`src/rtl/sega_pad_pkg.sv`:
```
// Shared definitions for the Sega DB9 pad responder.
//  - Bit positions of the 12-bit button word (MXYZ SACB RLDU, positive logic).
//  - Bit positions of the 6-bit pad word (active-low pin levels).
//  - Phase code emitted on phase_o.
//  - pad_encode(): maps a phase and the button word to pad pin levels.
package sega_pad_pkg;

  localparam int BTN_U = 0;
  localparam int BTN_D = 1;
  localparam int BTN_L = 2;
  localparam int BTN_R = 3;
  localparam int BTN_B = 4;
  localparam int BTN_C = 5;
  localparam int BTN_A = 6;
  localparam int BTN_S = 7;
  localparam int BTN_Z = 8;
  localparam int BTN_Y = 9;
  localparam int BTN_X = 10;
  localparam int BTN_M = 11;

  localparam int PAD_R  = 0;
  localparam int PAD_L  = 1;
  localparam int PAD_D  = 2;
  localparam int PAD_U  = 3;
  localparam int PAD_P6 = 4;
  localparam int PAD_P9 = 5;

  typedef enum logic [2:0] {
    PH_HI = 3'd0,
    PH_LO = 3'd1,
    PH_ID = 3'd2,
    PH_XH = 3'd3,
    PH_L4 = 3'd4
  } pad_phase_t;

  // Builds an "asserted" vector (1 = line pulled low) and inverts it to pin levels.
  // Lines forced low in a phase are asserted; lines forced high are left released.
  function automatic logic [5:0] pad_encode(input pad_phase_t ph, input logic [11:0] b);
    logic [5:0] a;
    a = '0;
    case (ph)
      PH_LO: begin
        a[PAD_P9] = b[BTN_S];  a[PAD_P6] = b[BTN_A];
        a[PAD_U]  = b[BTN_U];  a[PAD_D]  = b[BTN_D];
        a[PAD_L]  = 1'b1;      a[PAD_R]  = 1'b1;
      end
      PH_ID: begin
        a[PAD_P9] = b[BTN_S];  a[PAD_P6] = b[BTN_A];
        a[PAD_U]  = 1'b1;      a[PAD_D]  = 1'b1;
        a[PAD_L]  = 1'b1;      a[PAD_R]  = 1'b1;
      end
      PH_XH: begin
        a[PAD_P9] = b[BTN_C];  a[PAD_P6] = b[BTN_B];
        a[PAD_U]  = b[BTN_Z];  a[PAD_D]  = b[BTN_Y];
        a[PAD_L]  = b[BTN_X];  a[PAD_R]  = b[BTN_M];
      end
      PH_L4: begin
        a[PAD_P9] = b[BTN_S];  a[PAD_P6] = b[BTN_A];
      end
      default: begin
        a[PAD_P9] = b[BTN_C];  a[PAD_P6] = b[BTN_B];
        a[PAD_U]  = b[BTN_U];  a[PAD_D]  = b[BTN_D];
        a[PAD_L]  = b[BTN_L];  a[PAD_R]  = b[BTN_R];
      end
    endcase
    return ~a;
  endfunction

endpackage

```
`src/rtl/sega_pad_responder_sel_sync.sv`:
```
// Select-line synchroniser.
//  - SYNC_STAGES flops on sel_i (SYNC_STAGES must be >= 2), all reset to 1 because
//    the select line idles high.
//  - rise_o/fall_o are registered strobes, high for exactly the cycle in which
//    sel_o shows the new level.
// Ports: clk_sys, reset (async, active high), sel_i (async pin),
//        sel_o (synchronised level), rise_o, fall_o (1-cycle strobes).
module sega_pad_sel_sync #(
  parameter int SYNC_STAGES = 2
) (
  input  logic clk_sys,
  input  logic reset,
  input  logic sel_i,
  output logic sel_o,
  output logic rise_o,
  output logic fall_o
);

  logic [SYNC_STAGES-1:0] sync_q, sync_d;
  logic                   rise_q, rise_d;
  logic                   fall_q, fall_d;

  // Strobes look one stage ahead so they line up with the level change on sel_o.
  always_comb begin
    sync_d = {sync_q[SYNC_STAGES-2:0], sel_i};
    rise_d = ~sync_q[SYNC_STAGES-1] &  sync_q[SYNC_STAGES-2];
    fall_d =  sync_q[SYNC_STAGES-1] & ~sync_q[SYNC_STAGES-2];
  end

  always_ff @(posedge clk_sys or posedge reset) begin
    if (reset) begin
      sync_q <= '1;
      rise_q <= 1'b0;
      fall_q <= 1'b0;
    end else begin
      sync_q <= sync_d;
      rise_q <= rise_d;
      fall_q <= fall_d;
    end
  end

  assign sel_o  = sync_q[SYNC_STAGES-1];
  assign rise_o = rise_q;
  assign fall_o = fall_q;

endmodule

```
`src/rtl/sega_pad_responder.sv`:
```
// Device end of the DB9 Mega Drive pad protocol (3/6-button Sega pad emulation).
//  - Synchronises the host select line and drives the six active-low pad lines
//    {p9,p6,U,D,L,R}, multiplexed per select phase.
//  - Build option SEGA_PAD_6BTN_EN: when defined, full 6-button behaviour (low-phase
//    counter, idle timeout, ID/XH/L4 phases). When undefined, a plain 3-button pad.
// Ports: clk_sys, reset (async, active high), sel_i (host select, async),
//        btn_i[11:0] (MXYZ SACB RLDU, positive logic),
//        pad_o[5:0] ([5]=p9 [4]=p6 [3]=U [2]=D [1]=L [0]=R, pin levels),
//        phase_o[2:0] (current phase code).
module sega_pad_responder
  import sega_pad_pkg::*;
#(
  parameter int TIMEOUT_CYC = 72000,
  parameter int SYNC_STAGES = 2
) (
  input  logic        clk_sys,
  input  logic        reset,
  input  logic        sel_i,
  input  logic [11:0] btn_i,
  output logic [5:0]  pad_o,
  output logic [2:0]  phase_o
);

  logic sel_s, sel_rise, sel_fall;

  sega_pad_sel_sync #(.SYNC_STAGES(SYNC_STAGES)) u_sel_sync (
    .clk_sys (clk_sys),
    .reset   (reset),
    .sel_i   (sel_i),
    .sel_o   (sel_s),
    .rise_o  (sel_rise),
    .fall_o  (sel_fall)
  );

  pad_phase_t  phase_q, phase_d;
  logic [5:0]  pad_q, pad_d;
  logic [11:0] btn_eff;
  logic        unused_sink;

`ifdef SEGA_PAD_6BTN_EN
  localparam int TMO_W = $clog2(TIMEOUT_CYC + 1);

  logic [2:0]       lcnt_q, lcnt_d;
  logic [TMO_W-1:0] tmo_q, tmo_d;
  logic             tmo_exp;

  assign btn_eff     = btn_i;
  assign unused_sink = sel_rise;

  // Phase is decoded from the next lcnt value so the first low phase after an edge
  // already uses the updated count; pad_o then lags the synchronised edge by one cycle.
  always_comb begin
    tmo_exp = (tmo_q == TMO_W'(TIMEOUT_CYC));
    lcnt_d  = lcnt_q;
    tmo_d   = tmo_q;
    if (sel_fall) begin
      tmo_d = '0;
      // An edge coinciding with the timeout restarts the count instead of adding to it.
      if (tmo_exp)               lcnt_d = 3'd1;
      else if (lcnt_q != 3'd4)   lcnt_d = lcnt_q + 3'd1;
    end else begin
      if (!tmo_exp)              tmo_d  = tmo_q + TMO_W'(1);
      if (tmo_exp)               lcnt_d = 3'd0;
    end

    phase_d = PH_HI;
    if (sel_s) begin
      if (lcnt_d == 3'd3) phase_d = PH_XH;
    end else begin
      case (lcnt_d)
        3'd3:    phase_d = PH_ID;
        3'd4:    phase_d = PH_L4;
        default: phase_d = PH_LO;   // lcnt 0 also reads as a normal low phase
      endcase
    end
    pad_d = pad_encode(phase_d, btn_eff);
  end

  always_ff @(posedge clk_sys or posedge reset) begin
    if (reset) begin
      lcnt_q <= 3'd0;
      tmo_q  <= '0;
    end else begin
      lcnt_q <= lcnt_d;
      tmo_q  <= tmo_d;
    end
  end
`else
  // Extra buttons are dropped so they can never reach the pins.
  assign btn_eff     = {4'b0000, btn_i[7:0]};
  assign unused_sink = ^{sel_rise, sel_fall, btn_i[11:8]};

  always_comb begin
    phase_d = sel_s ? PH_HI : PH_LO;
    pad_d   = pad_encode(phase_d, btn_eff);
  end
`endif

  always_ff @(posedge clk_sys or posedge reset) begin
    if (reset) begin
      pad_q   <= 6'h3F;
      phase_q <= PH_HI;
    end else begin
      pad_q   <= pad_d;
      phase_q <= phase_d;
    end
  end

  assign pad_o   = pad_q;
  assign phase_o = phase_q;

endmodule

```
`config.mk`:
```
export PLATFORM = sky130hd
export DESIGN_NAME = sega_pad_responder
export DESIGN_NICKNAME = d
export VERILOG_FILES = /design/src/rtl/sega_pad_pkg.sv /design/src/rtl/sega_pad_responder_sel_sync.sv /design/src/rtl/sega_pad_responder.sv
export SDC_FILE = /design/constraint.sdc
export NUM_CORES = 1
export LEC_CHECK = 0
export CORE_AREA = 10 10 47 49
export DETAILED_ROUTE_END_ITERATION = 10
export DIE_AREA = 0 0 57 59
export PLACE_DENSITY = 0.67
export SLEW_MARGIN = 25
export SYNTH_ARGS = -nofsm -noshare
export SYNTH_HDL_FRONTEND = slang
export SYNTH_SLANG_ARGS = --single-unit
```
`constraint.sdc`:
```
create_clock -name clk_sys -period 2.95 [get_ports clk_sys]
set_clock_uncertainty 0.2 [all_clocks]
set_input_delay 0.59 -clock clk_sys [delete_from_list [all_inputs] [get_ports clk_sys]]
set_output_delay 0.59 -clock clk_sys [all_outputs]
set_load 0.01 [all_outputs]
```
==> reports/qor.yml <==
outcome:
  run_status: "finished clean"
timing:
  fin_tns_setup_ns: 0
  rsz0062_at_grt: "false"
  final_period_minus_worst_setup_slack_ns: 2.10
  hold_viol: 0
  final_max_slew_viol_count: 0
  final-setup-viol-count: 0
  fmaxAchievable_mhz: 477
  part_of_the_cycle_the_worst_path_needs_pct: 71.1
routing:
  drt_first_iter_violations: 1
  routed_wire_length_um: 647
  highest_layer: "met3"
  met3_wire_length_um: 91
  first_pass_iters: 2
  vias: 202
  via_per_inst: 3.61
  m1WireLength_um: 164
  drt-wirelength-per-cell_um: 11.6
  remaining_drc_errors: 0
  route.antenna.remaining_nets: 0
  met2WireLength_um: 391
final_layout:
  multi_input_area_um2: 45.0
  antenna-diode-count: 0
  fillCellCount: 153
  synth_to_final_area_change_pct: 66.9
  area.sequential_um2: 235
  post-route-util_pct: 36.5
  drive_above_1_share_pct: 32.5
  num-nets-final: 56
setup_path:
  cp_max_fo: 1
  crit_path_leading_delay_family: "buffers and inverters"
  critical_path.n_buffers_inverters: 1
  rrSetupSlack_ns: 1.91
  r2r.worst_path.cells: 1
  timing.critical_path.required_ns: 2.16
  cp_cell_sequence: "clkdlybuf4s50_1"
  r2r_start: "u_sel_sync.sync_q[1]$_DFF_PP1_"
  arrival_ns: 1.31
  startpoint_type_of_the_worst_setup_path: "flip-flop"
  cp-end-kind: "output port"
  crit-reg2reg-capture: "pad_o[4]$_DFF_PP1_"
  timing_worst_setup_path_type: "reg -> out"
  cp_slowest_stage_delay_ns: 0.54
  crit_path_top_delay_cell: "sky130_fd_sc_hd__clkdlybuf4s50_1"
yosys:
  synth-warning-count: 0
  synthesis.area_um2: 307
  synth_cell_types: 7
  ys_ff_latch: 9
  yosysSeqAreaShare_pct: 76.7
  syn_inst: 20
  syn_area_per_cell_um2: 15.3
pwr:
  power_leakage_uw: 0.000226
  p_seq_share_pct: 52.4
  clock_power_share_pct: 34.3
  total_power_per_unit_cell_area_nw_per_um2: 515
  ir_worst_vdd_v: 0.000154
  sw_frac_of_total_pct: 20.0
  intPower_uw: 211
  p_switching_uw: 52.8
  share_comb_of_total_power_pct: 13.3
cts:
  numCtsBuffers: 3
  post-cts-setup-buffers: 0
  h-tree-depth: 1
  clock_sinks: 9
  cts_tree: "done"
  clk_pin_slew_ns: 0.06
  worstSkewPairLatency_ns: 0.24
  clock_tree.buffer_depth: 2
  cts-root-buf: "sky130_fd_sc_hd__clkbuf_4"
  cts_repair_resize_count: 0
  hold_buffers: 0
worst_hold_path:
  worstHoldPathType: "reg -> reg"
  worst_hold_path.num_cells: 0
  hold_end: "u_sel_sync.sync_q[1]$_DFF_PP1_"
  timing.hold.worst.start: "u_sel_sync.sync_q[0]$_DFF_PP1_"
place:
  io_buffer_count: 17
  place.gp.congestion: 0.549
global_route:
  grt_antenna_before_repair: 0
  grt_first_pass_wirelength_um: 1030
  via_count_of_the_first_global_routing_pass: 246
  global_route.usage.total_pct: 4.22
  pin_count_of_the_biggest_net_entering_global_routing: 10
  grt_overflow_total: 0
floorplan:
  floorplan.core_area_um2: 1400
  pin_count: 24
  die-area_um2: 3360
  std_cell_rows: 14
  dieWidth_um: 57
  initial_core_util_pct: 21.9
  die_y_um: 59
flow_run:
  timing.max_cap.violations: 0
[flip-flops by register name (all words and copies together) (netlist names)]
| register | flops |
|---|---|
| pad_o | 6 |
| u_sel_sync.sync_q | 2 |
| phase_o | 1 |
[cells in the final DEF, fill, tap and decap left out]
master / instances
sky130_fd_sc_hd__mux2i_1: 2
sky130_fd_sc_hd__clkdlybuf4s50_1: 17
sky130_fd_sc_hd__dfstp_2: 8
sky130_fd_sc_hd__inv_1: 4
sky130_fd_sc_hd__clkbuf_1: 1
sky130_fd_sc_hd__clkbuf_4: 3
sky130_fd_sc_hd__and2b_2: 2
sky130_fd_sc_hd__conb_1: 2
sky130_fd_sc_hd__dfrtp_1: 1
[stage by stage]
| step | setup WS (ns) | instance area (um2) | std cells | hold WS [ns] | total power [uW] |
|---|---|---|---|---|---|
| 3_5_place_dp | 1.12 | 485 | 52 | 0.149 | 176 |
| 2_1_floorplan | 1.64 | 310 | 21 | 0.145 | 152 |
| 3_3_place_gp | 1.13 | 485 | 52 | 0.146 | 174 |
| 5_1_grt | 0.821 | 512 | 56 | 0.163 | 281 |
| 6_report | 0.854 | 512 | 56 | 0.155 | 263 |
| 4_1_cts | 0.832 | 512 | 56 | 0.157 | 272 |
[power groups by stage]
stage,Combinational [uW],Clock (uW),Sequential (uW)
2_1_floorplan,8.76,0,143
3_3_place_gp,35.0,0,139
3_5_place_dp,35.8,0,140
4_1_cts,35.8,98.0,138
5_1_grt,37.7,104,139
6_report,35.1,90.4,138
[metal layers]
metal | GRT usage (%) | vias up
met5 | 0 | -
met1 | 2.67 | 97
met3 | 3.22 | 0
met4 | 3.02 | 0
li1 | - | 94
met2 | 7.91 | 11
[worst max-delay path by stage]
stage,start,endpoint,slack [ns],depth (start not counted)
after floorplan,pad_o[0]$_DFF_PP1_,pad_o[0],1.64,0
after global placement,pad_o[2]$_DFF_PP1_,pad_o[2],1.13,1
after detailed placement,pad_o[3]$_DFF_PP1_,pad_o[3],1.12,1
after CTS,pad_o[3]$_DFF_PP1_,pad_o[3],0.83,1
after global routing,pad_o[3]$_DFF_PP1_,pad_o[3],0.82,1
final,pad_o[3]$_DFF_PP1_,pad_o[3],0.85,1
[layout make-up]
| cell class | instances | share of cell area (%) |
|---|---|---|
| timing repair buffer | 17 | 33.3 |
| inverter | 4 | 2.93 |
| sequential | 9 | 46.0 |
| multi-input combinational | 6 | 8.80 |
| clock buffer | 4 | 5.13 |
| tap | 16 | 3.91 |
[cells in the mapped netlist]
master | instances | area (um2)
sky130_fd_sc_hd__and2b_2 | 2 | 17.5
sky130_fd_sc_hd__buf_4 | 2 | 15.0
sky130_fd_sc_hd__conb_1 | 1 | 3.75
sky130_fd_sc_hd__dfrtp_1 | 1 | 25.0
sky130_fd_sc_hd__dfstp_2 | 8 | 210
sky130_fd_sc_hd__inv_1 | 4 | 15.0
sky130_fd_sc_hd__mux2i_1 | 2 | 20.0
[cell families after synthesis]
family | Yosys count | share of synthesized area (%)
simple gates | 2 | 5.72
flops | 9 | 76.7
other cells | 1 | 1.22
mux | 2 | 6.53
buf+inv | 6 | 9.79
Power figures use the tool's default switching activity.
